### src/rtl/game_msg_sequencer.sv
// Zero-stopwatch game controller: sequences game phases, drives the seg7 message select,
// controls the stopwatch and judges the stop. Optional timeout: GAME_SEQ_TIMEOUT_EN.
package game_msg_pkg;
    typedef enum logic [2:0] {
        EMPTY_MSG     = 3'd0,
        WELCOME_MSG   = 3'd1,
        READY_MSG     = 3'd2,
        STOPWATCH_MSG = 3'd3,
        WIN_MSG       = 3'd4
    } msg_t;
endpackage

module game_msg_sequencer
    import game_msg_pkg::*;
#(
    parameter int WELCOME_TICKS = 2000,
    parameter int WIN_TICKS     = 3000,
    parameter int LOSE_TICKS    = 3000,
    parameter int WIN_WINDOW    = 0,
    parameter int MAX_SEC       = 99
) (
    input  logic       clk_i,
    input  logic       rst_i,
    input  logic       tick_i,
    input  logic       btn_i,
    input  logic [6:0] sw_cs_i,
    input  logic [6:0] sw_sec_i,
    output msg_t       msg_o,
    output logic       sw_clear_o,
    output logic       sw_run_o,
    output logic       win_o,
    output logic       busy_o
);

    localparam int MAX_AB    = (WELCOME_TICKS > WIN_TICKS) ? WELCOME_TICKS : WIN_TICKS;
    localparam int MAX_TICKS = (MAX_AB > LOSE_TICKS) ? MAX_AB : LOSE_TICKS;
    localparam int CNT_W     = $clog2(MAX_TICKS + 1);

    // Terminal values are one below the duration: the final tick itself triggers the exit.
    localparam logic [CNT_W-1:0] WELCOME_LAST = CNT_W'(WELCOME_TICKS - 1);
    localparam logic [CNT_W-1:0] WIN_LAST     = CNT_W'(WIN_TICKS - 1);
    localparam logic [CNT_W-1:0] LOSE_LAST    = CNT_W'(LOSE_TICKS - 1);
    localparam logic [6:0]       WIN_LO       = 7'(WIN_WINDOW);
    localparam logic [6:0]       WIN_HI       = 7'(100 - WIN_WINDOW);

    typedef enum logic [2:0] {
        S_EMPTY,
        S_WELCOME,
        S_READY,
        S_RUN,
        S_JUDGE,
        S_WIN,
        S_LOSE
    } state_t;

    state_t           r_state;
    state_t           w_next;
    logic [CNT_W-1:0] r_cnt;
    logic             w_win_hit;
    logic             w_timeout;
    msg_t             w_msg;
    logic             w_clear;
    logic             w_run;
    logic             w_win;
    logic             w_busy;

    // A zero window must not open the upper side, otherwise cs>=100 would count as a win.
    assign w_win_hit = (sw_cs_i <= WIN_LO) || ((WIN_WINDOW != 0) && (sw_cs_i >= WIN_HI));

`ifdef GAME_SEQ_TIMEOUT_EN
    assign w_timeout = (sw_sec_i == 7'(MAX_SEC)) && (sw_cs_i == 7'd99);
`else
    logic w_unused_sec;
    assign w_unused_sec = ^sw_sec_i;
    assign w_timeout    = 1'b0;
`endif

    always_comb begin
        w_next = r_state;
        case (r_state)
            S_EMPTY:   if (btn_i) w_next = S_WELCOME;
            S_WELCOME: if (btn_i || (tick_i && (r_cnt == WELCOME_LAST))) w_next = S_READY;
            S_READY:   if (btn_i) w_next = S_RUN;
            S_RUN: begin
                if (btn_i)          w_next = S_JUDGE;
                else if (w_timeout) w_next = S_LOSE;
            end
            S_JUDGE:   w_next = w_win_hit ? S_WIN : S_LOSE;
            S_WIN:     if (tick_i && (r_cnt == WIN_LAST)) w_next = S_READY;
            S_LOSE:    if (tick_i && (r_cnt == LOSE_LAST)) w_next = S_READY;
            default:   w_next = S_EMPTY;
        endcase
    end

    // Outputs are decoded from the next state so the registered copies line up with r_state.
    always_comb begin
        w_msg = EMPTY_MSG;
        case (w_next)
            S_WELCOME:              w_msg = WELCOME_MSG;
            S_READY:                w_msg = READY_MSG;
            S_RUN, S_JUDGE, S_LOSE: w_msg = STOPWATCH_MSG;
            S_WIN:                  w_msg = WIN_MSG;
            default:                w_msg = EMPTY_MSG;
        endcase
        w_clear = (w_next == S_READY) && (r_state != S_READY);
        w_run   = (w_next == S_RUN);
        w_win   = (r_state == S_JUDGE) && (w_next == S_WIN);
        w_busy  = (w_next != S_EMPTY) && (w_next != S_READY);
    end

    always_ff @(posedge clk_i) begin
        if (rst_i) begin
            r_state    <= S_EMPTY;
            r_cnt      <= '0;
            msg_o      <= EMPTY_MSG;
            sw_clear_o <= 1'b0;
            sw_run_o   <= 1'b0;
            win_o      <= 1'b0;
            busy_o     <= 1'b0;
        end else begin
            r_state    <= w_next;
            msg_o      <= w_msg;
            sw_clear_o <= w_clear;
            sw_run_o   <= w_run;
            win_o      <= w_win;
            busy_o     <= w_busy;
            if (w_next != r_state) begin
                r_cnt <= '0;
            end else if (tick_i) begin
                r_cnt <= r_cnt + 1'b1;
            end
        end
    end

endmodule

### config.mk
export PLATFORM = sky130hd
export DESIGN_NAME = game_msg_sequencer
export DESIGN_NICKNAME = d
export VERILOG_FILES = /design/src/rtl/game_msg_sequencer.sv
export SDC_FILE = /design/constraint.sdc
export NUM_CORES = 1
export LEC_CHECK = 0
export CAP_MARGIN = 20
export CORE_MARGIN = 8
export CORE_UTILIZATION = 45
export DETAILED_ROUTE_END_ITERATION = 12
export PLACE_DENSITY = 0.86
export SKIP_LAST_GASP = 1
export SLEW_MARGIN = 20
export SYNTH_ARGS = -nofsm -noshare
export SYNTH_HDL_FRONTEND = slang
export SYNTH_SLANG_ARGS = --single-unit
### constraint.sdc
create_clock -name clk_i -period 1.7 [get_ports clk_i]
set_input_delay 0.255 -clock clk_i [delete_from_list [all_inputs] [get_ports clk_i]]
set_output_delay 0.255 -clock clk_i [all_outputs]
set_load 0.005 [all_outputs]
==> impl_metrics.csv <==
group,metric,value,unit
die,start_util,0.471,
timing,slew-limit-headroom,0.632,
detailed_routing,wl_per_cell,13.7,um
power_and_ir_drop,p_sw,0.000685,W
detailed_routing,firstDrtPassIters,4,
yosys,ys_types,41,
setup_path,worstPathRequired,1.92,ns
layout,n_antenna_cell,0,
timing,setup_violations,3,
layout,regArea,445,sq um
global_route,grt_pass1_wl,4710,um
die,core_area,2480,sq um
setup_path,crit_path_start_kind,"register",
yosys,ys_ff_latch,22,
power_and_ir_drop,seq_power_share,0.349,
timing,clock_skew,0.00747,ns
timing,worst_pin_slew,0.548,ns
layout,nets,190,
clock_tree,ctsHoldBuffers,0,
placement,post-dp-hpwl,2110,um
power_and_ir_drop,p_int,0.00121,W
die,io_pins,25,
global_route,grt_overflow,0,
setup_path,crit_type,"register to register",
worst_hold_path,min_path_type,"register to register",
timing,rsz0062_at_grt,"true",
power_and_ir_drop,clock_power_share,0.119,
yosys,mappedNetlistArea,1170,sq um
timing,tns,-0.216,ns
detailed_routing,drtAntennaViolNets,0,
setup_path,cp.arrival,2.00,ns
clock_tree,clock-sinks,22,
clock_tree,cts_tree,"built",
power_and_ir_drop,power_leakage,0.643,nW
outcome,violations,"negative setup slack",
placement,gp_congestion,0.926,
die,die_width,66.9,um
detailed_routing,drt_wl_total,2700,um
layout,fillers,209,
yosys,yosys_warnings,0,
setup_path,rrSetupSlack,-0.08,ns
clock_tree,htreeDepth,1,
yosys,syn_inst,125,
clock_tree,cts.clk_slew.worst_paths,0.11,ns
global_route,grt_use_total,0.131,
placement,port_buffers,17,
timing,slew_viol_final,0,
die,die_area,4480,sq um
power_and_ir_drop,ir_worst_vdd,0.000700,V
layout,multiInputGateArea,713,sq um
timing,period_share,1.05,
global_route,grt_max_degree,13,
timing,worst_slack,-0.0849,ns
global_route,antenna_found_initial,0,
clock_tree,cts_inserted_buffers,3,
clock_tree,insertion_delay,0.30,ns
power_and_ir_drop,switching_share,0.362,
flow_run,drv_cap,0,
setup_path,slowest_delay,0.36,ns
detailed_routing,via_per_inst,5.26,
timing,period_needed,1.78,ns
setup_path,cp_cell_sequence,"nor4b_4, nand4_4, a221o_1, nor2b_4, buf_4, a221oi_2",
yosys,yosysSeqAreaShare,0.377,
setup_path,cp_slowest_cell,"a221o_1",
die,die_h,66.9,um
outcome,status,"finished with violations",
power_and_ir_drop,pwr-share-comb,0.532,
yosys,avgSynthCellArea,9.34,sq um
setup_path,worstPathMaxFanout,2,
clock_tree,clockRootBuffer,"clkbuf_4",
timing,finalHoldViolCount,0,
detailed_routing,drc,0,
clock_tree,clock_path_buffers,2,
yosys,syn_nets,145,
detailed_routing,route.vias.total,1041,
die,rows,18,
timing,max_freq,560,MHz
global_route,grt_pass1_vias,1105,
setup_path,end_kind,"register",
layout,drive_above_1_share,0.333,
layout,areaGrowthSynthToFinish,39.7,%
detailed_routing,dr.first_iter.drc_count,53,
power_and_ir_drop,powerDensity,1160,nW/um^2
timing,holdWs,0.619,ns
[worst max-delay path: cells and delay by family, from the launching register on]
kind	cells	cell delay (ns)
AO/OA/AOI/OAI	2	0.61
flip-flops	1	0.35
AND/OR/NAND/NOR	3	0.59
buffers and inverters	1	0.16
[cell type report]
type	instances	area share
Clock buffer	3	0.0138
Inverter	7	0.0161
Multi-Input combinational cell	92	0.437
Sequential cell	22	0.273
Tap cell	30	0.0230
Timing Repair Buffer	44	0.236
[synth_stat cells, drive strengths merged]
cell	number	area, sq um
or3b	1	8.76
and4bb	2	25.0
nand2	8	30.0
nand4	4	31.3
nor3	3	15.0
o221a	1	11.3
o21ai	7	35.0
xor2	7	61.3
nand2b	2	12.5
nor2b	4	35.0
a211oi	2	27.5
mux2i	1	10.0
o221ai	1	15.0
nand3	5	25.0
xnor2	4	35.0
a311oi	1	8.76
o311a	1	11.3
inv	7	26.3
ha	2	25.0
a221o	1	10.0
and2	1	7.51
and4	2	20.0
nor4	2	33.8
nor4b	1	15.0
o32ai	1	16.3
a221oi	1	15.0
and3	2	22.5
clkbuf	1	13.8
buf	3	23.8
dfxtp	22	440
nor2	23	86.3
a21oi	2	13.8
[worst paths after layout]
| path | cells past startpoint | to | startpoint |
|---|---|---|---|
| worst max-delay path | 6 | msg_o[1] | r_cnt[6] |
| worst min-delay path | 2 | r_cnt[5] | r_cnt[5] |
| worst max register to register | 6 | msg_o[1] | r_cnt[6] |
| worst min register to register | 2 | r_cnt[5] | r_cnt[5] |
[flip-flops by register name, indices dropped and copies added (netlist names)]
signal / count
busy_o: 1
msg_o: 3
r_cnt: 12
r_state: 3
sw_clear_o: 1
sw_run_o: 1
win_o: 1
[logic make-up (layout without fill, tap and decap cells)]
logic type | count (synthesis) | after routing | share of synthesized area
and+or+nand+nor | 60 | 60 | 0.315
DFF | 22 | 22 | 0.377
AOI/OAI and AO/OA | 18 | 18 | 0.140
xor gates and xnor gates | 11 | 11 | 0.0825
buffers and inverters | 11 | 54 | 0.0547
adders and majority gates | 2 | 2 | 0.0214
muxes | 1 | 1 | 0.00857
[metrics by stage]
stage / std cells / instance area, sq um / total power, W / utilization / setup slack (ns)
after floorplan: 125 / 1200 / 0.00122 / - / -0.0972
after global placement: 193 / 1570 / 0.00157 / 0.634 / -0.376
after detailed placement: 193 / 1570 / 0.00162 / 0.634 / -0.436
after CTS: 198 / 1610 / 0.00185 / 0.649 / -0.105
after global routing: 198 / 1630 / 0.00203 / 0.658 / -0.179
final: 198 / 1630 / 0.00189 / 0.658 / -0.0849
[layout by cell type (no fill, tap or decap), types with 3 or more instances in the layout]
master           count
nand3_1              5
dfxtp_2              4
nor2_1              22
nand2_1              8
o21ai_0              7
clkdlybuf4s50_1     17
nand4_1              3
clkbuf_4             3
dfxtp_1             18
inv_1                6
xor2_1               7
xnor2_1              4
buf_4               26
[per-layer routing]
metal / up-vias / GRT usage / wire length [um]
li1: 526 / - / -
met2: 19 / 0.252 / 1470
met4: 0 / 0.0287 / 11
met1: 494 / 0.133 / 1080
met5: - / 0 / 0
met3: 2 / 0.0419 / 138
[repair_timing]
action,in CTS,in global routing
buffers inserted,2,0
pin swaps,5,3
resized for setup,1,6
endpoints found under the setup margin,3,17
[power by group through the flow]
stage          clock, W  sequential, W  combinational (W)
3_3_place_gp          0       0.000662           0.000911
5_1_grt        0.000259       0.000664            0.00111
3_5_place_dp          0       0.000666           0.000951
2_1_floorplan         0       0.000664           0.000553
4_1_cts        0.000239       0.000656           0.000958
6_report       0.000225       0.000659            0.00101
(Power assumes the default switching activity.)
